==> config.mk <==
export PLATFORM = sky130hd
export DESIGN_NAME = ps2_receiver
export DESIGN_NICKNAME = d
export VERILOG_FILES = /design/src/rtl/ps2_receiver.sv
export SDC_FILE = /design/constraint.sdc
export NUM_CORES = 1
export LEC_CHECK = 0
export BUFFER_PORTS_ARGS = -buffer_cell sky130_fd_sc_hd__buf_4
export CORE_UTILIZATION = 30
export DETAILED_ROUTE_END_ITERATION = 8
export PLACE_DENSITY = 0.52
export REMOVE_ABC_BUFFERS = 1
export SYNTH_ARGS = -nofsm -noshare
export SYNTH_HDL_FRONTEND = slang
export SYNTH_SLANG_ARGS = --single-unit
==> constraint.sdc <==
create_clock -name CLOCK_50 -period 1.8 [get_ports CLOCK_50]
set_clock_uncertainty 0.1 [all_clocks]
set_input_delay 0.18 -clock CLOCK_50 [delete_from_list [all_inputs] [get_ports CLOCK_50]]
set_output_delay 0.18 -clock CLOCK_50 [all_outputs]
set_load 0.005 [all_outputs]
==> src/rtl/ps2_receiver.sv <==
// PS/2 device-to-host frame receiver: synchronizer, clock filter, frame FSM.
// Define PS2_RECEIVER_PARITY_CHECK_EN to reject frames with bad odd parity.
module ps2_receiver #(
    parameter int FILTER_LEN = 8,
    parameter int TIMEOUT    = 100000
) (
    input  logic       CLOCK_50,
    input  logic       rst_n,
    input  logic       ps2_clk,
    input  logic       ps2_dat,
    output logic [7:0] ps2_data,
    output logic       ps2_data_clk,
    output logic       frame_err
);

    localparam int TW = $clog2(TIMEOUT + 1);

    typedef enum logic [1:0] {IDLE, DATA, PARITY, STOP} state_t;

    logic       clk_s1, clk_s2, dat_s1, dat_s2;
    logic [7:0] filt_cnt;
    logic       filt, filt_d;
    logic       fall;

    state_t     state, state_n;
    logic [2:0] bit_cnt, bit_n;
    logic [7:0] shreg, sh_n;
    logic [TW-1:0] tmo, tmo_n;
    logic [7:0] data_n;
    logic       strb_n, err_n;
    logic       frame_ok;
`ifdef PS2_RECEIVER_PARITY_CHECK_EN
    logic       par, par_n;
`endif

    always_ff @(posedge CLOCK_50 or negedge rst_n) begin
        if (!rst_n) begin
            clk_s1   <= 1'b1;
            clk_s2   <= 1'b1;
            dat_s1   <= 1'b1;
            dat_s2   <= 1'b1;
            filt_cnt <= '0;
            filt     <= 1'b1;
            filt_d   <= 1'b1;
        end else begin
            clk_s1 <= ps2_clk;
            clk_s2 <= clk_s1;
            dat_s1 <= ps2_dat;
            dat_s2 <= dat_s1;
            filt_d <= filt;
            // Only a run of FILTER_LEN samples at the new level flips filt
            if (clk_s2 == filt) begin
                filt_cnt <= '0;
            end else if (filt_cnt == 8'(FILTER_LEN - 1)) begin
                filt     <= clk_s2;
                filt_cnt <= '0;
            end else begin
                filt_cnt <= filt_cnt + 8'd1;
            end
        end
    end

    assign fall = filt_d & ~filt;

`ifdef PS2_RECEIVER_PARITY_CHECK_EN
    assign frame_ok = dat_s2 & (^{shreg, par});
`else
    assign frame_ok = dat_s2;
`endif

    always_comb begin
        state_n = state;
        bit_n   = bit_cnt;
        sh_n    = shreg;
        tmo_n   = tmo;
        data_n  = ps2_data;
        strb_n  = 1'b0;
        err_n   = 1'b0;
`ifdef PS2_RECEIVER_PARITY_CHECK_EN
        par_n   = par;
`endif
        unique case (state)
            IDLE: begin
                tmo_n = '0;
                if (fall && !dat_s2) begin
                    state_n = DATA;
                    bit_n   = 3'd0;
                end
            end
            DATA: begin
                if (fall) begin
                    sh_n[bit_cnt] = dat_s2;
                    bit_n         = bit_cnt + 3'd1;
                    if (bit_cnt == 3'd7) state_n = PARITY;
                end
            end
            PARITY: begin
                if (fall) begin
`ifdef PS2_RECEIVER_PARITY_CHECK_EN
                    par_n = dat_s2;
`endif
                    state_n = STOP;
                end
            end
            STOP: begin
                if (fall) begin
                    state_n = IDLE;
                    if (frame_ok) begin
                        data_n = shreg;
                        strb_n = 1'b1;
                    end else begin
                        err_n = 1'b1;
                    end
                end
            end
            default: state_n = IDLE;
        endcase
        // Watchdog against a device that stops clocking mid-frame
        if (state != IDLE) begin
            if (fall) begin
                tmo_n = '0;
            end else if (tmo == TW'(TIMEOUT - 1)) begin
                state_n = IDLE;
                tmo_n   = '0;
                err_n   = 1'b1;
            end else begin
                tmo_n = tmo + 1'b1;
            end
        end
    end

    always_ff @(posedge CLOCK_50 or negedge rst_n) begin
        if (!rst_n) begin
            state        <= IDLE;
            bit_cnt      <= '0;
            shreg        <= '0;
            tmo          <= '0;
            ps2_data     <= 8'h00;
            ps2_data_clk <= 1'b0;
            frame_err    <= 1'b0;
`ifdef PS2_RECEIVER_PARITY_CHECK_EN
            par          <= 1'b0;
`endif
        end else begin
            state        <= state_n;
            bit_cnt      <= bit_n;
            shreg        <= sh_n;
            tmo          <= tmo_n;
            ps2_data     <= data_n;
            ps2_data_clk <= strb_n;
            frame_err    <= err_n;
`ifdef PS2_RECEIVER_PARITY_CHECK_EN
            par          <= par_n;
`endif
        end
    end

endmodule

==> results.ini, run 1 <==
[status]
run_status = complete, no violations

[layout]
drive_gt1_share_pct = 29.1
postLayoutCellArea_um2 = 2890
antenna_cells = 0
fin_util_pct = 35.3
syn2layout_area_growth_pct = 14.4
final_nets = 241

[detailed_routing]
route.detailed.drc = 0
drt_iter0_markers = 59
num_vias = 1554
viasPerCell = 4.58
wl_um = 4170
drtAntennaViolNets = 0
drtPass1Iterations = 4
wl_per_cell_um = 12.3

[floorplan]
die_width_um = 93.7
die_h_um = 93.7
initial_utilization_pct = 30.9
io_pins = 14
core.rowCount = 33
core-area_um2 = 8180
dieArea_um2 = 8790

[worst_hold_path]
hold_path_class = flop to flop
hold_start = clk_s1
holdPathEnd = clk_s2
min_path_cells = 0

[worst_setup_path]
reg2reg_slack_ps = 130
startpoint_type = flop
endpoint_kind = flop
r2r_start = filt_cnt[5]
reg2reg_depth = 4
crit_required_ps = 1880
crit_type = flop to flop
cp_max_fo = 7
reg2reg_to = filt_cnt[4]
cp.arrival_ps = 1750

[logic_synthesis]
synth_area_um2 = 2520
synth_cell_type_count = 47
synth-seq-area-share_pct = 53.8
post_synth_inst_count = 211
async_flop_share_pct = 100
synth-main-ff-cell = dfrtp_1
ys_ff_latch = 54
avgSynthCellArea_um2 = 12.0
synth_edf_count = 0
yosysWarnings = 0

[clocking]
cts.root.buffer_cell = clkbuf_8
cts_buffers = 5
post_cts.repair.setup_buffers = 0
htreeDepth = 2
clk-insertion-delay-late_ps = 300
clkTransAtPathRegs_ps = 90
cts.sinks = 54
clockBufferDepth = 2
cts_tree = yes

[pwr]
clkPwrFrac_pct = 26.3
p_leak_nw = 1.30
power_frac_comb_pct = 18.6
power_density_nw_per_um2 = 907
switching_share_pct = 28.9
p_sw_w = 0.000759
vdd_drop_max_mv = 0.475
power_frac_seq_pct = 55.1
intPower_w = 0.00186

[grt]
grt_overflow = 0
grt_pass1_wl_um = 7350
track_usage_pct = 10.7
antenna_found_initial = 0
grt_start_max_net_pins = 55
first_global_vias = 1483

[sta]
clock.fmax_ghz = 0.599
drv_slew = 0
period_needed_ps = 1670
rsz0062_at_grt = false
hold_viol = 0
tightest_slew_ps = 687
setup_tns_ps = 0
relSlewSlack_pct = 54.2
period_share_pct = 92.8
setup_slack_ps = 130
setup_violations = 0

[placement]
port_buffers = 13
post-dp-hpwl_um = 2740
post-place-ws_ps = 60.0
gp_congestion = 0.749
placed_area_um2 = 2750

[job]
maxCapViolCount = 0

## through the flow
stage | instances | hold slack (ps) | power (W)
after floorplan | 202 | -216 | 0.00176
after global placement | 328 | 178 | 0.00194
after detailed placement | 328 | 185 | 0.00195
after CTS | 339 | 261 | 0.00266
after global routing | 339 | 264 | 0.00279
final | 339 | 259 | 0.00262
## power groups by stage
| stage | Sequential (W) | Combinational (W) | Clock (W) |
|---|---|---|---|
| 3_5_place_dp | 0.00147 | 0.000481 | 0 |
| 5_1_grt | 0.00147 | 0.000548 | 0.000779 |
| 2_1_floorplan | 0.00146 | 0.000300 | 0 |
| 4_1_cts | 0.00145 | 0.000489 | 0.000728 |
| 6_report | 0.00144 | 0.000488 | 0.000689 |
| 3_3_place_gp | 0.00147 | 0.000477 | 0 |
## sequential cells by signal (all words and copies together), names as in the netlist
register,cells
tmo,17
filt_cnt,8
ps2_data,8
shreg,8
bit_cnt,3
state,2
clk_s1,1
clk_s2,1
dat_s1,1
dat_s2,1
filt,1
filt_d,1
frame_err,1
ps2_data_clk,1
## logic make-up (layout without fill, tap and decap cells)
family | after synthesis | count (layout) | synth area share, %
xor+xnor | 22 | 22 | 7.63
buf+inv | 15 | 38 | 3.82
flops | 54 | 54 | 53.8
fa+ha+maj | 4 | 4 | 1.98
simple gates | 86 | 86 | 20.7
compound gates | 14 | 14 | 4.51
mux | 16 | 16 | 7.58
## worst max-delay path: stages, from the launching register on
cell     delay (ps)
dfrtp_1         410
or4_1           530
nor3_2          150
or2_1           280
nor2_1           80
## how the worst max path moves through the flow
stage | startpoint | end
3_5_place_dp | filt_d | ps2_data[7]
3_3_place_gp | filt_d | ps2_data[1]
6_report | filt_cnt[5] | filt_cnt[4]
2_1_floorplan | state[1] | shreg[3]
5_1_grt | filt_cnt[5] | filt_cnt[7]
4_1_cts | filt_d | ps2_data[7]
## routing by layer
layer	GRT usage (%)	vias up	share of wire, %	routed length (um)
li1	-	772	-	-
met1	15.2	761	50	2070
met2	15.6	14	47	1940
met3	3.16	7	2.5	104
met4	3.08	0	1.2	48
met5	0	-	0	0
## synthesized netlist by cell type (all sizes together), types with 3 or more instances
| cell | count | area share [%] |
|---|---|---|
| nor2 | 29 | 4.4 |
| and4 | 3 | 1.2 |
| nand3 | 10 | 2.2 |
| nand2 | 9 | 1.4 |
| ha | 4 | 2.0 |
| and4bb | 3 | 1.6 |
| nor4 | 3 | 0.74 |
| nor3 | 4 | 0.99 |
| o21ai | 7 | 1.5 |
| xor2 | 11 | 3.8 |
| mux2 | 16 | 7.6 |
| dfrtp | 48 | 48 |
| xnor2 | 11 | 3.8 |
| buf | 8 | 2.8 |
| dfstp | 6 | 6.2 |
| nand4 | 11 | 3.0 |
| inv | 6 | 0.89 |
## cell type report
type,instances,area [um^2]
Multi-Input combinational cell,142,1080
Clock inverter,1,5.00
Inverter,6,22.5
Clock buffer,7,86.3
Tap cell,105,131
Fill cell,822,5290
Timing Repair Buffer,24,200
Sequential cell,54,1360
## repair_timing
action / 4_1_cts / 5_1_grt
setup endpoints to repair: 0 / 9
hold buffers: 3 / 0
hold endpoints to repair: 50 / 0
gates resized for setup: 0 / 2
## cells in the final DEF (no fill, tap or decap), drive strengths merged, types with 2 or more instances in the layout
cell and instances:
a22o 2, and2b 2, and4 3, and4bb 3, buf 21, clkbuf 7
dfrtp 48, dfstp 6, dlygate4sd3 3, ha 4, inv 6, mux2 16
nand2 9, nand2b 2, nand3 10, nand3b 2, nand4 11, nor2 29
nor3 4, nor3b 2, nor4 3, nor4b 2, o21ai 7, xnor2 11
xor2 11
(Power assumes the default switching activity.)
==> run 2, diff against run 1 <==
CELL_PAD_IN_SITES_DETAIL_PLACEMENT = 0   (was unset)
CELL_PAD_IN_SITES_GLOBAL_PLACEMENT = 2   (was unset)
PLACE_DENSITY = 0.67   (was 0.52)
==> run 2 against run 1 <==
Cell area rose by 0.13%. Sequential power barely moved. First-iteration DRC count rose by 3.4%. Fmax fell by 0.76%. Power fell by 0.98%. Critical path type unchanged. Global-route usage rose by 0.30 points.
==> results.ini, run 2 (synthesis results as in run 1) <==
[status]
run_status = complete, no violations

[worst_setup_path]
slowest_stage = dfstp_2
crit_required_ps = 1880  ; about the same
endpoint_kind = flop
cp_cell_sequence = and4bb_4 > nand2_2 > nor3b_2 > mux2_2
startpoint_type = flop
cp.arrival_ps = 1770  ; +20 ps
max_stage_delay_ps = 550  ; +20 ps
worst-path-buf-inv = 0  ; unchanged
crit_type = flop to flop
cp.depth = 4  ; unchanged
cp_max_fo = 6  ; -1
path_delay_family = simple AND/OR/NAND/NOR gates
reg2reg_depth = 4  ; unchanged

[pwr]
power_density_nw_per_um2 = 897  ; -1.1%
p_leak_nw = 1.32  ; +1.3%
vdd_drop_max_mv = 0.394  ; -17%

[detailed_routing]
route.detailed.drc = 0  ; unchanged
drt_iter0_markers = 61  ; +3.4%
viasPerCell = 4.56  ; -0.59%
wl_per_cell_um = 12.7  ; +3.6%
top_layer = met4
dr_wl_met2_um = 2050  ; +5.2%
drtPass1Iterations = 4  ; unchanged
num_vias = 1554  ; unchanged
drtAntennaViolNets = 0  ; unchanged
met1_length_um = 2190  ; +6.1%
wl_um = 4340  ; +4.2%
met3WireLength_um = 60  ; -42%

[layout]
largest_reg_flops = 17  ; unchanged
fillCellCount = 848  ; +3.2%
regMostFlops = tmo
syn2layout_area_growth_pct = 14.6
final_common_cell = dfrtp_1
instances_no_fill = 341  ; +0.59%
layout_common_cells = dfrtp_1 (48), nor2_1 (28), buf_4 (21)
antenna_cells = 0  ; unchanged
drive_gt1_share_pct = 28.8  ; -0.25 points
final_nets = 243  ; +0.83%

[clocking]
htreeDepth = 2  ; unchanged
clk-insertion-delay-late_ps = 290  ; about the same
cts_buffers = 5  ; unchanged
cts.root.buffer_cell = clkbuf_8
cts.sinks = 54  ; unchanged
clockBufferDepth = 2  ; unchanged
cts_tree = yes
clkTransAtPathRegs_ps = 90  ; about the same

[placement]
gp_congestion = 0.693  ; -7.4%
post-dp-hpwl_um = 2990  ; +9.1%
placed_cells = 329  ; +0.30%
port_buffers = 13  ; unchanged

[grt]
grt_start_max_net_pins = 55  ; unchanged
first_global_vias = 1597  ; +7.7%
track_usage_pct = 11.0  ; +0.30 points
antenna_found_initial = 0  ; unchanged
grt_overflow = 0  ; unchanged
grt_pass1_wl_um = 7560  ; +2.9%

[sta]
rsz0062_at_grt = false
period_needed_ps = 1680  ; +12.8 ps
setup_violations = 0  ; unchanged
hold_viol = 0  ; unchanged
relSlewSlack_pct = 53.8  ; -0.45 points
period_share_pct = 93.5  ; +0.71 points
clock.fmax_ghz = 0.594  ; -0.76%
drv_slew = 0  ; unchanged
setup_tns_ps = 0  ; unchanged
tightest_slew_ps = 694  ; +6.69 ps

[floorplan]
initial_utilization_pct = 30.9  ; unchanged
die_width_um = 93.7  ; unchanged
core-area_um2 = 8180  ; unchanged
die_h_um = 93.7  ; unchanged
core.rowCount = 33  ; unchanged
dieArea_um2 = 8790  ; unchanged
io_pins = 14  ; unchanged

[worst_hold_path]
min_path_cells = 0  ; unchanged
hold_path_class = flop to flop

[job]
maxCapViolCount = 0  ; unchanged

-- run 2: report_power, final --
group	switching (W)	leakage, nW	internal [W]
clock network	0.000361	0.0395	0.000278
logic	0.000275	0.551	0.000243
registers	0.000103	0.728	0.00134
total	0.000739	1.32	0.00186
-- run 2: layout make-up --
type                            instances  area (um^2)  share of cell area (%)
Clock buffer                            8         80.1                    2.77
Inverter                                6         22.5                   0.779
Sequential cell                        54         1360                    47.0
Multi-Input combinational cell        142         1070                    37.1
Timing Repair Buffer                   26          228                    7.87
Tap cell                              105          131                    4.54
-- run 2: worst paths after layout --
check	slack, ps	end	startpoint
worst max-delay path	120	shreg[5]	filt_d
worst min-delay path	260	dat_s2	dat_s1
worst max register to register	120	shreg[5]	filt_d
worst min register to register	260	dat_s2	dat_s1
max in group asynchronous	770	tmo[9]	rst_n
min in group asynchronous	370	filt_cnt[0]	rst_n
-- run 2: layer usage --
metal  up-vias  global-route usage (%)
li1        780                       -
met1       764                    14.9
met2         8                    17.6
met3         2                    2.43
met4         0                    2.69
met5         -                       0
-- run 2: through the flow --
step	utilization [%]	instance area [um^2]	setup slack, ps	power, W	hold slack [ps]
global route	35.4	2890	26.0	0.00278	265
CTS	35.3	2880	98.7	0.00263	262
detailed placement	33.9	2770	109	0.00196	179
floorplan	-	2450	184	0.00176	-216
finish	35.4	2890	117	0.00260	259
global placement	33.9	2770	137	0.00196	180
-- run 2: repair_timing --
item | in CTS | in global routing
setup endpoints to repair | 0 | 4
hold buffers | 3 | 0
hold endpoints to repair | 50 | 0
resized for setup | 0 | 1
setup buffers | 0 | 1
==> run 3, diff against run 2 <==
ABC_AREA = 1   (was unset)
PLACE_DENSITY = unset   (was 0.67)
PLACE_DENSITY_LB_ADDON = 0.1   (was unset)
==> run 3 against run 2 <==
Sequential cell count stayed put. Fmax is 5.1% higher. Critical path depth is 3 higher.
==> results.ini, run 3 <==
[status]
run_status = complete, no violations

[worst_setup_path]
cp.arrival_ps = 1720  ; -50 ps
crit_type = flop to flop
crit_required_ps = 1920  ; +40 ps
endpoint_kind = flop
max_stage_delay_ps = 380  ; -170 ps
cp_cell_sequence = ha_1 > nand2_2 > nor2_4 > inv_2 > nor2_1 > nand3_1 > o21ai_0
crit_start = tmo[0]
slowest_stage = dfrtp_1
reg2reg_depth = 7  ; +3
startpoint_type = flop
r2r_start = tmo[0]
cp_max_fo = 7  ; +1

[layout]
antenna_cells = 0  ; unchanged
layout_common_cells = nand2_1 (51), dfrtp_1 (48), nor2_1 (47)
fin_util_pct = 35.4  ; about the same
regMostFlops = tmo
multi_input_area_um2 = 1100  ; +2.9%
drive_gt1_share_pct = 19.0  ; -9.8 points
instances_no_fill = 410  ; +20%
final_nets = 312  ; +28%
fillCellCount = 857  ; +1.1%
syn2layout_area_growth_pct = 13.3
postLayoutCellArea_um2 = 2940  ; +1.5%
seqCellArea_um2 = 1360  ; unchanged
largest_reg_flops = 17  ; unchanged
final_common_cell = nand2_1

[detailed_routing]
num_vias = 1785  ; +15%
wl_per_cell_um = 12.1  ; -4.7%
drtPass1Iterations = 4  ; unchanged
viasPerCell = 4.35  ; -4.5%
drtAntennaViolNets = 0  ; unchanged
wl_um = 4970  ; +15%
drt_iter0_markers = 65  ; +6.6%
route.detailed.drc = 0  ; unchanged

[logic_synthesis]
yosys-top-cells-area = dfrtp_1 (46%), nand2_1 (7.4%), nor2_1 (6.8%)
synth_cell_type_count = 26  ; -45%
synth-main-ff-cell = dfrtp_1
synth-seq-area-share_pct = 52.5  ; -1.4 points
post_synth_inst_count = 282  ; +34%
synth_top_area_share_pct = 46.4  ; -1.2 points
synth_edf_count = 0  ; unchanged
synth.most_common_cell = nand2_1
yosysWarnings = 0  ; unchanged
avgSynthCellArea_um2 = 9.18  ; -23%
async_flop_share_pct = 100  ; unchanged
synth_area_um2 = 2590  ; +2.6%
synth_common_cells = nand2_1 (51), dfrtp_1 (48), nor2_1 (47), inv_1 (28), nand3_1 (23)
yosys.area.top_type = dfrtp_1
ys_ff_latch = 54  ; unchanged

[placement]
port_buffers = 13  ; unchanged
placed_cells = 399  ; +21%
gp_congestion = 0.680  ; -2.0%
post-dp-hpwl_um = 3660  ; +22%
placed_area_um2 = 2810  ; +1.3%

[grt]
first_global_vias = 1759  ; +10%
track_usage_pct = 12.6  ; +1.6 points
antenna_found_initial = 0  ; unchanged
grt_overflow = 0  ; unchanged
grt_pass1_wl_um = 8570  ; +13%
grt_start_max_net_pins = 55  ; unchanged

[pwr]
intPower_w = 0.00181  ; -2.4%
power_density_nw_per_um2 = 931  ; +3.7%
p_sw_w = 0.000920  ; +24%
clkPwrFrac_pct = 27.0  ; +2.4 points
p_leak_nw = 1.34  ; +1.8%
power_frac_comb_pct = 19.7  ; -0.3 points
vdd_drop_max_mv = 0.372  ; -5.8%
power_frac_seq_pct = 53.3  ; -2.1 points
switching_share_pct = 33.7  ; +5.2 points

[worst_hold_path]
min_path_cells = 0  ; unchanged
hold_start = dat_s1
hold_path_class = flop to flop

[floorplan]
core-area_um2 = 8300  ; +1.5%
die_width_um = 94.9  ; +1.3%
core.rowCount = 33  ; unchanged
initial_utilization_pct = 31.2  ; +0.32 points
dieArea_um2 = 9010  ; +2.5%
die_h_um = 94.9  ; +1.3%
io_pins = 14  ; unchanged

[clocking]
htreeDepth = 2  ; unchanged
cts.root.buffer_cell = clkbuf_8
cts.sinks = 54  ; unchanged
clk-insertion-delay-late_ps = 320  ; +30 ps
post_cts.repair.setup_buffers = 0  ; unchanged
cts_tree = yes
cts_buffers = 5  ; unchanged
clockBufferDepth = 2  ; unchanged
clkTransAtPathRegs_ps = 100  ; about the same

[job]
maxCapViolCount = 0  ; unchanged

[sta]
clock.fmax_ghz = 0.625  ; +5.1%
period_share_pct = 88.9  ; -4.6 points
tightest_slew_ps = 690  ; -3.97 ps
drv_slew = 0  ; unchanged
relSlewSlack_pct = 54.0  ; +0.26 points
rsz0062_at_grt = false
setup_tns_ps = 0  ; unchanged
hold_viol = 0  ; unchanged
setup_violations = 0  ; unchanged
period_needed_ps = 1600  ; -82.0 ps

==> run 3: cell count changes after synthesis, sizes merged, moves of 5 or more <==
cell and delta:
nor2 +30, inv +25, nand2 +48, nand4 -8, o21ai +13, xor2 -5
nand3 +14, buf -7, xnor2 -7, mux2 -8
==> run 3: worst paths after layout <==
kind | end | slack, ps
min in group asynchronous | tmo[9] | 350
max reg2reg | frame_err | 200
min | dat_s2 | 260
min reg2reg | dat_s2 | 260
max in group asynchronous | shreg[3] | 800
max | frame_err | 200
==> run 3: routing by layer <==
| metal | share of wire, % | GRT usage, % |
|---|---|---|
| met5 | 0 | 0 |
| met4 | 1.4 | 4.17 |
| met3 | 2.0 | 2.66 |
| met2 | 43 | 18.4 |
| met1 | 54 | 18.3 |
==> run 3: critical path: cells and delay by family (launching register included) <==
family                     cells  cell delay [ps]
buffers and inverters          1               80
AOI/OAI and AO/OA              1              230
adders and majority gates      1              200
DFF                            1              380
and+or+nand+nor                4              500
==> run 3: repair_timing <==
action | 4_1_cts | 5_1_grt
hold buffers | 3 | 0
gates resized for setup | 0 | 0
endpoints found under the hold margin | 50 | 0
==> run 3: area by class of cell <==
| class | count | area share [%] |
|---|---|---|
| clock buffers | 5 | 2.34 |
| clock inverters | 3 | 0.980 |
| inverters | 31 | 3.96 |
| multi-input cells | 196 | 37.6 |
| flip-flops and latches | 54 | 46.3 |
| well taps | 105 | 4.48 |
| repair buffers | 16 | 4.35 |
==> run 3: cell families (layout without fill, tap and decap cells) <==
kind of cell             after synthesis  after routing  synth area share [%]
AO/OA/AOI/OAI                         26             26                  5.31
XOR/XNOR                              10             10                  3.38
AND/OR/NAND/NOR                      148            148                  27.3
multiplexers                           8              8                  4.64
flip-flops                            54             54                  52.5
buffers and inverters                 32             55                  4.93
adder cells (fa/ha/maj)                4              4                  1.93
==> run 3: power groups by stage <==
stage          clock [W]  sequential [W]  combinational, W
2_1_floorplan          0         0.00146          0.000419
3_3_place_gp           0         0.00148          0.000571
3_5_place_dp           0         0.00148          0.000554
4_1_cts         0.000781         0.00146          0.000563
5_1_grt         0.000832         0.00148          0.000631
6_report        0.000737         0.00146          0.000539
==> run 3: through the flow <==
stage / hold WS (ps) / setup WS, ps / total power [W]
2_1_floorplan: -216 / 385 / 0.00188
3_3_place_gp: 189 / 100 / 0.00205
3_5_place_dp: 181 / 162 / 0.00204
4_1_cts: 263 / 138 / 0.00281
5_1_grt: 271 / 32.8 / 0.00294
6_report: 261 / 199 / 0.00273
